--- src/rtl/risc_fetch_pkg.sv ---
// Shared types and constants for the instruction fetch stage.
package risc_fetch_pkg;

  typedef enum logic [3:0] {
    IDLE,
    FETCH,
    MEMWAIT,
    CAPTURE,
    LOAD,
    START,
    BUSY,
    DONE,
    HALT
  } fetch_state_t;

  localparam logic [2:0]  HALT_OPCODE_DEF = 3'b111;
  localparam int unsigned OPC_MSB         = 15;
  localparam int unsigned OPC_LSB         = 13;

  function automatic logic is_halt(input logic [2:0] opc, input logic [2:0] halt_opc);
    return opc == halt_opc;
  endfunction

endpackage

--- src/rtl/fetch_unit_pc_reg.sv ---
// Program counter register: advances by one or loads a redirect target.
module pc_reg #(
  parameter int unsigned       WIDTH     = 8,
  parameter logic [WIDTH-1:0]  RESET_VAL = '0
) (
  input  logic             clk,
  input  logic             rst_n,
  input  logic             i_advance,
  input  logic             i_redirect,
  input  logic [WIDTH-1:0] i_target,
  output logic [WIDTH-1:0] o_pc
);

  logic [WIDTH-1:0] r_pc;

  // PC update only on instruction completion; wraps modulo 2^WIDTH.
  always_ff @(posedge clk or negedge rst_n) begin
    if (!rst_n) begin
      r_pc <= RESET_VAL;
    end else if (i_advance) begin
      r_pc <= i_redirect ? i_target : r_pc + WIDTH'(1);
    end
  end

  assign o_pc = r_pc;

endmodule

--- src/rtl/fetch_unit.sv ---
// Instruction fetch stage: reads instructions, hands them to the core with
// load/start strobes, and advances or redirects the PC on completion.
// Optional single-step mode: define FETCH_STEP_EN to add the `step` input.
module fetch_unit
  import risc_fetch_pkg::*;
#(
  parameter int unsigned          PC_WIDTH    = 8,
  parameter int unsigned          INSTR_WIDTH = 16,
  parameter logic [PC_WIDTH-1:0]  RESET_PC    = '0,
  parameter int unsigned          MEM_LATENCY = 1,
  parameter logic [2:0]           HALT_OPCODE = HALT_OPCODE_DEF
) (
  input  logic                   clk,
  input  logic                   reset,
  input  logic                   run,
`ifdef FETCH_STEP_EN
  input  logic                   step,
`endif
  output logic [PC_WIDTH-1:0]    mem_addr,
  output logic                   mem_rd,
  input  logic [INSTR_WIDTH-1:0] mem_rdata,
  output logic [INSTR_WIDTH-1:0] ir_out,
  output logic                   ir_load,
  output logic                   cpu_s,
  input  logic                   cpu_w,
  input  logic                   pc_redirect,
  input  logic [PC_WIDTH-1:0]    pc_target,
  output logic [PC_WIDTH-1:0]    pc,
  output logic                   halted
);

  // Last MEMWAIT count value before moving on to CAPTURE.
  localparam logic [1:0] LAT_LAST = (MEM_LATENCY > 1) ? 2'(MEM_LATENCY - 2) : 2'd0;

  fetch_state_t           r_state;
  fetch_state_t           w_next;
  logic [1:0]             r_cnt;
  logic [INSTR_WIDTH-1:0] r_ir;
  logic                   w_advance;
  logic                   w_start_ok;
  logic                   w_continue;

`ifdef FETCH_STEP_EN
  assign w_start_ok = step & cpu_w;
  assign w_continue = 1'b0;
`else
  assign w_start_ok = run & cpu_w;
  assign w_continue = run;
`endif

  pc_reg #(
    .WIDTH     (PC_WIDTH),
    .RESET_VAL (RESET_PC)
  ) u_pc_reg (
    .clk        (clk),
    .rst_n      (reset),
    .i_advance  (w_advance),
    .i_redirect (pc_redirect),
    .i_target   (pc_target),
    .o_pc       (pc)
  );

  // State register.
  always_ff @(posedge clk or negedge reset) begin
    if (!reset) r_state <= IDLE;
    else        r_state <= w_next;
  end

  // Shared cycle counter for MEMWAIT latency and the BUSY timeout; cleared elsewhere.
  always_ff @(posedge clk or negedge reset) begin
    if (!reset)                                 r_cnt <= '0;
    else if (r_state == MEMWAIT || r_state == BUSY) r_cnt <= r_cnt + 2'd1;
    else                                        r_cnt <= '0;
  end

  // Instruction register: captured once per fetch, held otherwise.
  always_ff @(posedge clk or negedge reset) begin
    if (!reset)                 r_ir <= '0;
    else if (r_state == CAPTURE) r_ir <= mem_rdata;
  end

  // Next-state and strobe decode.
  always_comb begin
    w_next    = r_state;
    mem_rd    = 1'b0;
    ir_load   = 1'b0;
    cpu_s     = 1'b0;
    w_advance = 1'b0;
    unique case (r_state)
      IDLE:    if (w_start_ok) w_next = FETCH;
      FETCH: begin
        mem_rd = 1'b1;
        w_next = (MEM_LATENCY > 1) ? MEMWAIT : CAPTURE;
      end
      MEMWAIT: if (r_cnt == LAT_LAST) w_next = CAPTURE;
      CAPTURE: w_next = is_halt(mem_rdata[OPC_MSB:OPC_LSB], HALT_OPCODE) ? HALT : LOAD;
      LOAD: begin
        ir_load = 1'b1;
        w_next  = START;
      end
      START: begin
        cpu_s  = 1'b1;
        w_next = BUSY;
      end
      // A core that finishes in one cycle never drops cpu_w; time out after two cycles.
      BUSY:    if (!cpu_w || r_cnt == 2'd1) w_next = DONE;
      DONE: begin
        if (cpu_w) begin
          w_advance = 1'b1;
          w_next    = w_continue ? FETCH : IDLE;
        end
      end
      HALT:    w_next = HALT;
      default: w_next = IDLE;
    endcase
  end

  assign mem_addr = pc;
  assign ir_out   = r_ir;
  assign halted   = (r_state == HALT);

endmodule

--- config.mk ---
export PLATFORM = sky130hd
export DESIGN_NAME = fetch_unit
export DESIGN_NICKNAME = d
export VERILOG_FILES = /design/src/rtl/risc_fetch_pkg.sv /design/src/rtl/fetch_unit_pc_reg.sv /design/src/rtl/fetch_unit.sv
export SDC_FILE = /design/constraint.sdc
export NUM_CORES = 1
export LEC_CHECK = 0
export BUFFER_PORTS_ARGS = -buffer_cell sky130_fd_sc_hd__buf_2
export CAP_MARGIN = 30
export CORE_UTILIZATION = 30
export DETAILED_ROUTE_END_ITERATION = 12
export PLACE_DENSITY_LB_ADDON = 0.15
export SYNTH_ARGS = -nofsm -noshare
export SYNTH_HDL_FRONTEND = slang
export SYNTH_SLANG_ARGS = --single-unit
export TNS_END_PERCENT = 100
--- constraint.sdc ---
create_clock -name clk -period 1.9 [get_ports clk]
set_input_delay 0.285 -clock clk [delete_from_list [all_inputs] [get_ports clk]]
set_output_delay 0.285 -clock clk [all_outputs]
set_load 0.01 [all_outputs]
# [Yosys cells after proc, flatten, opt, wreduce, memory -nomap -nowiden]
# Cells that the tools add are included.
# Widths: inputs -> output; s select.
[op_classes] n_addsub=2 eq_ne=14 muxes=14 bitwise_logic=1 n_reduce_logical=6
[op_table] op="$pmux 4 s9" count=1
[op_table] op="$mux 4" count=5
[op_table] op="$eq 4x3->1 const B" count=4
[op_table] op="$add 8x1->8 const B" count=1
[op_table] op="$eq 4x2->1 const B" count=2
[op_table] op="$mux 8" count=1
[op_table] op="$mux 1" count=6
[op_table] op="$eq 4x1->1 const B" count=1
[op_table] op="$eq 4x4->1 const B" count=1
[op_table] op="$logic_not 4->1" count=1
[op_table] op="$ne 2x1->1 const B" count=2
[op_table] op="$ne 2x2->1 const B" count=2
[op_table] op="$reduce_and 4->1" count=1
[op_table] op="$eq 3x3->1 const B" count=1
[op_table] op="$add 2x1->2 const B" count=1
[op_table] op="$eq 2x1->1 const B" count=1
[op_table] op="$logic_not 2->1" count=1
[op_table] op="$logic_or 1x1->1" count=2
[op_table] op="$mux 2" count=1
[op_table] op="$and 1x1->1" count=1
[op_table] op="$logic_not 1->1" count=1
[totals] reg_bits=30 input_bits=29 output_inout_bits=36 word_cells=41

# [Depth between registers and ports, before layout]
# Gate-level depths: netlist (run 1).
[depth] ltp_word=4 mapped_depth=6 ltp_nobuf=6

# [Hierarchy]
# Synthesis (run 1) repeated with hierarchy kept, for this count alone.
[unflattened] hier_cells=145 area_unflattened_um2=1590.3
[modules_own_cells] module="fetch_unit" n_inst=1 cells_each=88 area_per_inst_um2=1066.0 seq_area_each_um2=550.5
[modules_own_cells] module="pc_reg" n_inst=1 cells_each=57 area_per_inst_um2=524.3 seq_area_each_um2=200.2

# [Worst setup path before layout (run 1)]
# OpenSTA, ideal clock, no wires.
[synth_path] path_kind="reg2reg" from="register r_state[2]" to="register r_ir[10], in the netlist ir_out[10]" setup_ps=125 arrival_time_ps=1397 setup_slack_ps=378 path_stages_with_launch=5 path_buffers=2 synth_period_minus_slack_ps=1522 cell_sequence="dfrtp_1 > buf_2 > nor3_4 > buf_6 > mux2_2"
[synth_between] elab_chain_len=1
[synth_lines] element="start: declaration" line="fetch_unit.sv:35" rtl="fetch_state_t r_state;"
[synth_lines] element="start signal: assignment" line="fetch_unit.sv:66" rtl="else r_state <= w_next;"
[synth_lines] element="$eq 4x2->1" line="fetch_unit.sv:79" rtl="else if (r_state == CAPTURE) r_ir <= mem_rdata;"
[synth_lines] element="end signal: assignment" line="fetch_unit.sv:79"
[synth_lines] element="end: declaration" line="fetch_unit.sv:38" rtl="logic [INSTR_WIDTH-1:0] r_ir;"
# No other way between the ends.
# A chain may end at the register's enable or synchronous reset.

# [Worst setup path in the final report (run 1)]
[layout_path] from="register r_state[2]" to="output halted"
[layout_between] elab_chain_len=1
[layout_lines] element="$eq 4x4->1" line="fetch_unit.sv:120" rtl="assign halted = (r_state == HALT);"
[layout_lines] element="end: declaration" line="fetch_unit.sv:29" rtl="output logic halted"
# No other way between the ends.

==> run summary, run 1 <==
status -> finished clean
share of the core filled with cells -> 39.8%
CP max FO -> 11
max incr delay on CP -> 0.54 ns
post-detail-place hpwl -> 2600 um
share of cells above drive strength 1 -> 46.7%
Max Freq -> 567 MHz
CTS tree -> built
Routed WL -> 3570 um
final-stage net count -> 231
VDD IR-drop max -> 660 uV
Simple-Gate Fraction of Synth Area -> 18.6%
pin count of the biggest net entering global routing -> 31
switch share -> 39.6%
Fin Clk Skew -> 0.00648 ns
drt first-iter violations -> 50
vias in the first global route -> 1241
r2r setup slk -> 0.29 ns
Yosys top cell area share -> 48.4%
Crit path required time -> 1.62 ns
HP Class -> in2async
Cells after DPL -> 259
Netlist cell types -> 36
synth top area cells -> dfrtp_1 48%, mux2_2 12%, buf_4 4.8%
Setup Buffers After CTS -> 0
sw power -> 1.23 mW
part of the power in the clock network -> 15.3%
syn_nets -> 173
Final Hold Viols -> 0
Sequential Power Share -> 40.5%
Clk pin slew, worst setup/hold paths -> 0.07 ns
crit path DAT -> 1.48 ns
port bufs -> 64
Remaining DRCs -> 0
drt pass-1 iters -> 4
Rel. slew slack -> 54.8%
Synth Register Bits -> 30
cts hold-fix bufs -> 0
gp weighted congestion -> 0.822
CTS max path bufs -> 2
ys flop type -> dfrtp_1
Cells after Synth -> 141
Synthesis Warnings -> 0
startpoint types -> flop
Synth async-reset ratio -> 100%
Total GRT Usage -> 14.2%
die area -> 5460 um2
row count -> 25
Die Width -> 73.9 um
P&R area growth vs syn -> 24.5%
internal power -> 1.88 mW
CP max-delay cell -> dfrtp_1
area of the core -> 4850 um2
drt wl/cell -> 13.4 um
ant diodes -> 0
DR vias -> 1261
fillers -> 486
H-tree Lvls -> 2
main combinational cell family by area after synthesis -> simple AND/OR/NAND/NOR gates
met1 usage in global routing -> 16.0%
clk sinks -> 30
post-synthesis mux area share -> 12.9%
TritonCTS buffer count -> 5
Synth Area in Adders -> 2.42%
CTS resizes -> 0
final cell count without fillers -> 266
max cap viols -> 0
vias per cell -> 4.74
final total power -> 3.11 mW
RSZ-0062 raised after global routing -> false
Root Driver -> clkbuf_8
design area -> 1930 um2
crit-path leading delay family -> flip-flops
Synth Cell Area -> 1550 um2
Area after DPL -> 1850 um2
first-pass GRT wire length -> 5690 um
I/O pin count -> 65
grt met3 use -> 5.62%
Worst setup EP type -> primary output
Buf/Inv on CP -> 1
GR peak layer -> met2
Initial Util -> 32.0%
Final Cycle Share -> 92.8%
Syn Area/Cell -> 11.0 um2
cell breakdown of the critical path -> nor4b_1 -> buf_2
clock insertion delay at the later pin of the skew report -> 0.28 ns
sequential area share after synthesis -> 48.4%
Power Density -> 1610 nW/um2
Final setup viols -> 0
met2 Use GR -> 23.4%
initial antenna violation count -> 0
DIE HEIGHT -> 73.9 um
Synth Area in XOR/XNOR -> 0%
minimum clock period -> 1.76 ns
Leak -> 0.905 nW
setup TNS -> 0 ns
grt ovf -> 0
max-slew violations -> 0
Post-synth EDFFs -> 0
kind of critical path -> reg2out
Synth Area in Compound Gates -> 9.12%
Yosys top cell by area -> dfrtp_1
Combinational Power Share -> 44.2%
Post-DRT Antenna Nets -> 0
actual slew at the worst max-slew pin -> 0.678 ns
==> cells in the mapped netlist, drive strengths merged, types with 2 or more instances <==
cell type / instances
dfrtp: 30
mux2: 16
mux2i: 2
nand3: 6
nor4: 2
nor2: 9
o21ai: 5
nand2: 10
a22oi: 5
ha: 3
nor3: 7
inv: 4
nand2b: 4
buf: 14
nor4b: 2
a21oi: 7
a311oi: 2
==> routing by layer <==
layer | share of wire (%) | wire (um) | vias to the layer above
met2 | 50 | 1770 | 59
met5 | 0 | 0 | -
met4 | 1.2 | 44 | 0
met1 | 41 | 1460 | 581
li1 | - | - | 615
met3 | 8.1 | 289 | 6
==> cell families after synthesis <==
family,Yosys count
muxes,18
buffers and inverters,19
and+or+nand+nor,49
DFF,30
adders and majority gates,3
AOI/OAI and AO/OA,22
==> metrics by stage <==
stage / hold WS [ns] / worst slack [ns]
2_1_floorplan: -0.0106 / 0.378
3_3_place_gp: 0.364 / 0.352
3_5_place_dp: 0.383 / 0.315
4_1_cts: 0.0745 / 0.104
5_1_grt: 0.0944 / 0.0356
6_report: 0.0394 / 0.136
==> worst reg2reg max path: stages (launching register included) <==
cell      delay, ns
dfrtp_1        0.63
nand2b_4       0.12
or2_1          0.37
a221o_1        0.38
==> cells in the final DEF, fill, tap and decap left out, types with 3 or more instances in the layout <==
cell type   n
dfrtp_1    30
ha_1        3
nor3_1      6
nand2_1     9
mux2_2     16
nand3_1     5
a21oi_1     7
clkbuf_8    5
nor2_1      9
buf_2      64
a22oi_1     5
o21ai_0     5
inv_1       4
nand2b_1    3
==> sequential cells by signal, summed over array words and instances, names as in the netlist <==
signal         count
r_cnt              2
u_pc_reg.o_pc      8
r_state            4
ir_out            16
==> power by group through the flow <==
stage | logic, mW | clock network (mW) | registers, mW
final | 1.37 | 0.476 | 1.26
after global routing | 1.53 | 0.530 | 1.31
after CTS | 1.39 | 0.504 | 1.26
after detailed placement | 1.40 | 0 | 1.26
after global placement | 1.36 | 0 | 1.24
after floorplan | 0.976 | 0 | 1.27
==> worst paths after layout <==
| check | start | endpoint | cells after the start |
|---|---|---|---|
| max in group asynchronous | reset | ir_out[8] | 1 |
| setup / recovery | r_state[2] | halted | 2 |
| hold reg to reg | r_cnt[0] | r_cnt[0] | 1 |
| min in group clk | pc_target[2] | u_pc_reg.o_pc[2] | 3 |
| setup reg to reg | r_state[2] | u_pc_reg.o_pc[3] | 3 |
| hold / removal | reset | r_cnt[1] | 1 |
==> final cells by class <==
type / count / area (um2) / area share (%)
repair buffers: 66 / 335 / 17.4
flip-flops and latches: 30 / 751 / 38.9
multi-input cells: 92 / 667 / 34.5
clock inverters: 2 / 10.0 / 0.518
inverters: 4 / 15.0 / 0.778
well taps: 67 / 83.8 / 4.34
clock buffers: 5 / 68.8 / 3.56
Note: power is estimated with default switching activity, not from simulation.
==> inputs of run 2 (changes only) <==
Settings changed: CORE_UTILIZATION 30 to 47.
==> run 2 against run 1 <==
Net effect: clock skew up 0.0015 ns; register-to-register slack about the same; combinational power about the same; final area down 1.6%; global-route usage up 5.6 points; clock power down 15%; flip-flop and latch count unchanged; worst setup slack better by 0.048 ns; wire length down 14%; total power down 2.9%; first-iteration DRC count up 80%; maximum frequency up 2.8%.
==> run summary, run 2 (synthesized netlist as in run 1, its figures left out) <==
Post-DRT Antenna Nets -> 0
status -> finished clean
Register Area -> 751 um2
CTS max path bufs -> 2
Final setup viols -> 0
area of the core -> 3100 um2
Remaining DRCs -> 0
Leak -> 0.901 nW
TritonCTS buffer count -> 5
Cells after DPL -> 236
Total GRT Usage -> 19.8%
post-detail-place hpwl -> 2260 um
crit path to -> halted
grt ovf -> 0
Crit path required time -> 1.62 ns
Rel. slew slack -> 57.5%
most frequent cells in the layout -> 64 x buf_2, 30 x dfrtp_1, 16 x mux2_2, 9 x nor2_1, 9 x nand2_1
Power Density -> 1590 nW/um2
drt wl/cell -> 12.6 um
share of cells above drive strength 1 -> 46.8%
multi-input logic area -> 673 um2
drt pass-1 iters -> 4
Worst setup EP type -> primary output
final-stage net count -> 232
HP Class -> in2reg
drt first-iter violations -> 90
Critical Path Start -> r_state[2]
pin count of the biggest net entering global routing -> 31
I/O pin count -> 65
worst reg2reg startpoint -> r_state[2]
max cap viols -> 0
vias in the first global route -> 1204
Fin Hold WS -> 0.183 ns
Final Cycle Share -> 90.3%
final setup margin -> 0.184 ns
port bufs -> 64
max-slew violations -> 0
startpoint types -> flop
first-pass GRT wire length -> 5100 um
actual slew at the worst max-slew pin -> 0.637 ns
crit path DAT -> 1.43 ns
Initial Util -> 50.0%
Final Hold Viols -> 0
Worst R2R Path Depth -> 3
ant diodes -> 0
setup TNS -> 0 ns
final total power -> 3.01 mW
worst hold stages -> 2
DIE HEIGHT -> 59.4 um
CTS tree -> built
CP max FO -> 11
kind of critical path -> reg2out
final cell count without fillers -> 245
gp weighted congestion -> 0.789
vias per cell -> 5.23
Clk pin slew, worst setup/hold paths -> 0.10 ns
Max Freq -> 583 MHz
number of flip-flops in the largest register -> 16
Fin Clk Skew -> 0.00797 ns
DR vias -> 1281
clk sinks -> 30
VDD IR-drop max -> 753 uV
Die Width -> 59.4 um
die area -> 3530 um2
Root Driver -> clkbuf_4
R2R Path End -> u_pc_reg.o_pc[3]
H-tree Lvls -> 2
Routed WL -> 3080 um
most common cell after layout, fill and taps aside -> buf_2
clock insertion delay at the later pin of the skew report -> 0.33 ns
P&R area growth vs syn -> 22.5%
RSZ-0062 raised after global routing -> false
fillers -> 291
initial antenna violation count -> 0
r2r setup slk -> 0.30 ns
row count -> 20
minimum clock period -> 1.72 ns
dpl ws -> 0.320 ns
Setup Buffers After CTS -> 0
## run 2: cell types whose count changed in the layout (fill, tap and decap cells not counted), sizes merged
cell and delta:
clkbuf +2, clkinv -1, dlygate4sd3 +1
## run 2: how the worst min path moves through the flow
| stage | to | start | slack, ns |
|---|---|---|---|
| finish | ir_out[4] | mem_rdata[4] | 0.18 |
| global placement | r_state[0] | reset | 0.35 |
| detailed placement | r_state[0] | reset | 0.36 |
| floorplan | ir_out[0] | reset | -0.01 |
| global route | ir_out[1] | mem_rdata[1] | 0.16 |
| CTS | ir_out[5] | mem_rdata[5] | 0.17 |
## run 2: layout make-up
class / count / area share [%]
timing repair buffer: 67 / 18.2
sequential: 30 / 39.5
multi-input combinational: 92 / 35.4
clock inverter: 1 / 0.264
inverter: 4 / 0.791
clock buffer: 7 / 2.90
tap: 44 / 2.90
## run 2: worst max-delay path, cell delays in order, from the launching register on
cell,delay (ns)
dfrtp_1,0.55
nor4b_2,0.37
buf_2,0.20
## run 2: layer usage
metal	track usage, %	up-vias	routed length, um
li1	-	617	-
met1	23.5	616	1420
met2	33.2	44	1490
met3	6.55	4	143
met4	7.14	0	26
met5	0	-	0
## run 2: power breakdown
group	leakage, nW	internal, mW	switching (mW)	total, mW
clock network	0.0353	0.179	0.224	0.404
registers	0.347	0.937	0.315	1.25
logic	0.519	0.692	0.667	1.36
## run 2: repair_timing
action | CTS | global route
gates resized for setup | 0 | 1
hold buffers | 1 | 0
endpoints found under the hold margin | 22 | 0
setup endpoints to repair | 0 | 1
## run 2: through the flow
step                cell area [um2]  utilization [%]
global placement               1820             58.8
detailed placement             1820             58.8
floorplan                      1550                -
global route                   1900             61.2
CTS                            1890             61.0
finish                         1900             61.2
==> inputs of run 3 (changes only) <==
Settings changed: SETUP_SLACK_MARGIN set to 0.4.
==> run 3 against run 2 <==
Net effect: clock skew fell by 0.0026 ns; final area rose by 14%; total power rose by 19%; critical endpoint unchanged; largest cell class unchanged; highest routed layer unchanged.
==> run summary, run 3 (synthesized netlist as in run 1, its figures left out) <==
Critical Path Start -> r_state[1]
TritonCTS buffer count -> 5
ant diodes -> 0
most common cell after layout, fill and taps aside -> buf_2
Fin Clk Skew -> 0.00538 ns
share of cells above drive strength 1 -> 57.7%
Worst setup EP type -> primary output
startpoint types -> flop
Area after DPL -> 1820 um2
drt wl/cell -> 13.7 um
P&R area growth vs syn -> 39.2%
initial antenna violation count -> 0
DR vias -> 1392
Rel. slew slack -> 55.8%
final-stage net count -> 253
HP Class -> in2reg
CTS tree -> built
Combinational Power Share -> 51.6%
port bufs -> 64
vias in the first global route -> 1327
most frequent cells in the layout -> 64 x buf_2, 25 x dfrtp_1, 20 x buf_4, 16 x mux2_2, 9 x nand2_1
kind of critical path -> reg2out
Clk pin slew, worst setup/hold paths -> 0.10 ns
Leak -> 1.03 nW
Routed WL -> 3640 um
actual slew at the worst max-slew pin -> 0.664 ns
max-slew violations -> 0
row count -> 20
Power Density -> 1660 nW/um2
grt ovf -> 0
switch share -> 38.4%
clock insertion delay at the later pin of the skew report -> 0.33 ns
number of flip-flops in the largest register -> 16
post-detail-place hpwl -> 2280 um
drt first-iter violations -> 60
Final Hold Viols -> 0
crit path DAT -> 1.25 ns
CP max FO -> 4
final cell count without fillers -> 266
Die Width -> 59.4 um
Initial Util -> 50.0%
Remaining DRCs -> 0
first-pass GRT wire length -> 5710 um
Hold Crit Start -> mem_rdata[8]
Post-DRT Antenna Nets -> 0
gp weighted congestion -> 0.832
CTS max path bufs -> 2
DIE HEIGHT -> 59.4 um
H-tree Lvls -> 2
Final Cycle Share -> 80.5%
internal power -> 2.21 mW
RSZ-0062 raised after global routing -> true
Cells after DPL -> 236
design area -> 2160 um2
sw power -> 1.37 mW
final total power -> 3.58 mW
fillers -> 237
setup TNS -> 0 ns
multi-input logic area -> 736 um2
status -> finished clean
pin count of the biggest net entering global routing -> 31
max cap viols -> 0
I/O pin count -> 65
Crit path required time -> 1.62 ns
Fin Hold WS -> 0.184 ns
Sequential Power Share -> 34.4%
die area -> 3530 um2
Root Driver -> clkbuf_4
minimum clock period -> 1.53 ns
Total GRT Usage -> 22.4%
Register Area -> 757 um2
drt pass-1 iters -> 4
Max Freq -> 653 MHz
vias per cell -> 5.23
area of the core -> 3100 um2
clk sinks -> 30
part of the power in the clock network -> 14.0%
VDD IR-drop max -> 824 uV
worst reg2reg startpoint -> r_state[0]
Final setup viols -> 0
run 3: what timing repair did:
| action | in CTS | in global routing |
|---|---|---|
| pin swaps | 1 | 5 |
| resized for setup | 9 | 13 |
| buffers inserted | 14 | 7 |
| endpoints found under the hold margin | 30 | 0 |
| setup endpoints to repair | 24 | 22 |
| hold buffers | 1 | 0 |
run 3: power by group through the flow:
| stage | combinational [mW] | clock, mW | sequential, mW |
|---|---|---|---|
| global route | 2.03 | 0.537 | 1.28 |
| CTS | 1.67 | 0.514 | 1.19 |
| floorplan | 0.990 | 0 | 1.27 |
| finish | 1.85 | 0.500 | 1.23 |
| detailed placement | 1.37 | 0 | 1.26 |
| global placement | 1.35 | 0 | 1.24 |
run 3: worst max-delay path, cell delays in order (launching register included):
cell	delay, ns
dfrtp_2	0.47
nor4b_4	0.28
buf_2	0.17
run 3: cell type report:
class                   instances  area share (%)
flip-flops and latches         30            35.1
inverters                       4           0.696
repair buffers                 88            24.0
clock inverters                 3            1.86
multi-input cells              92            34.1
clock buffers                   5            1.74
well taps                      44            2.55
run 3: routing by layer:
layer | global-route usage (%) | wire (um) | vias up
met5 | 0 | 0 | -
met4 | 9.18 | 45 | 0
met3 | 7.42 | 197 | 6
met2 | 38.5 | 1920 | 51
met1 | 25.4 | 1480 | 670
li1 | - | - | 665
run 3: path summary, 6_finish.rpt:
| path | to | slack, ns | depth (start not counted) |
|---|---|---|---|
| worst max-delay path | halted | 0.37 | 2 |
| worst min-delay path | ir_out[8] | 0.18 | 2 |
| worst max register to register | ir_out[13] | 0.38 | 5 |
| worst min register to register | r_cnt[0] | 0.48 | 1 |
| max in group asynchronous | r_state[0] | 0.91 | 2 |
| min in group asynchronous | u_pc_reg.o_pc[5] | 0.51 | 2 |
run 3: through the flow:
stage | util, % | setup slack, ns
4_1_cts | 66.0 | 0.329
3_3_place_gp | 58.8 | 0.365
3_5_place_dp | 58.8 | 0.303
5_1_grt | 69.6 | 0.303
6_report | 69.6 | 0.370
2_1_floorplan | - | 0.394
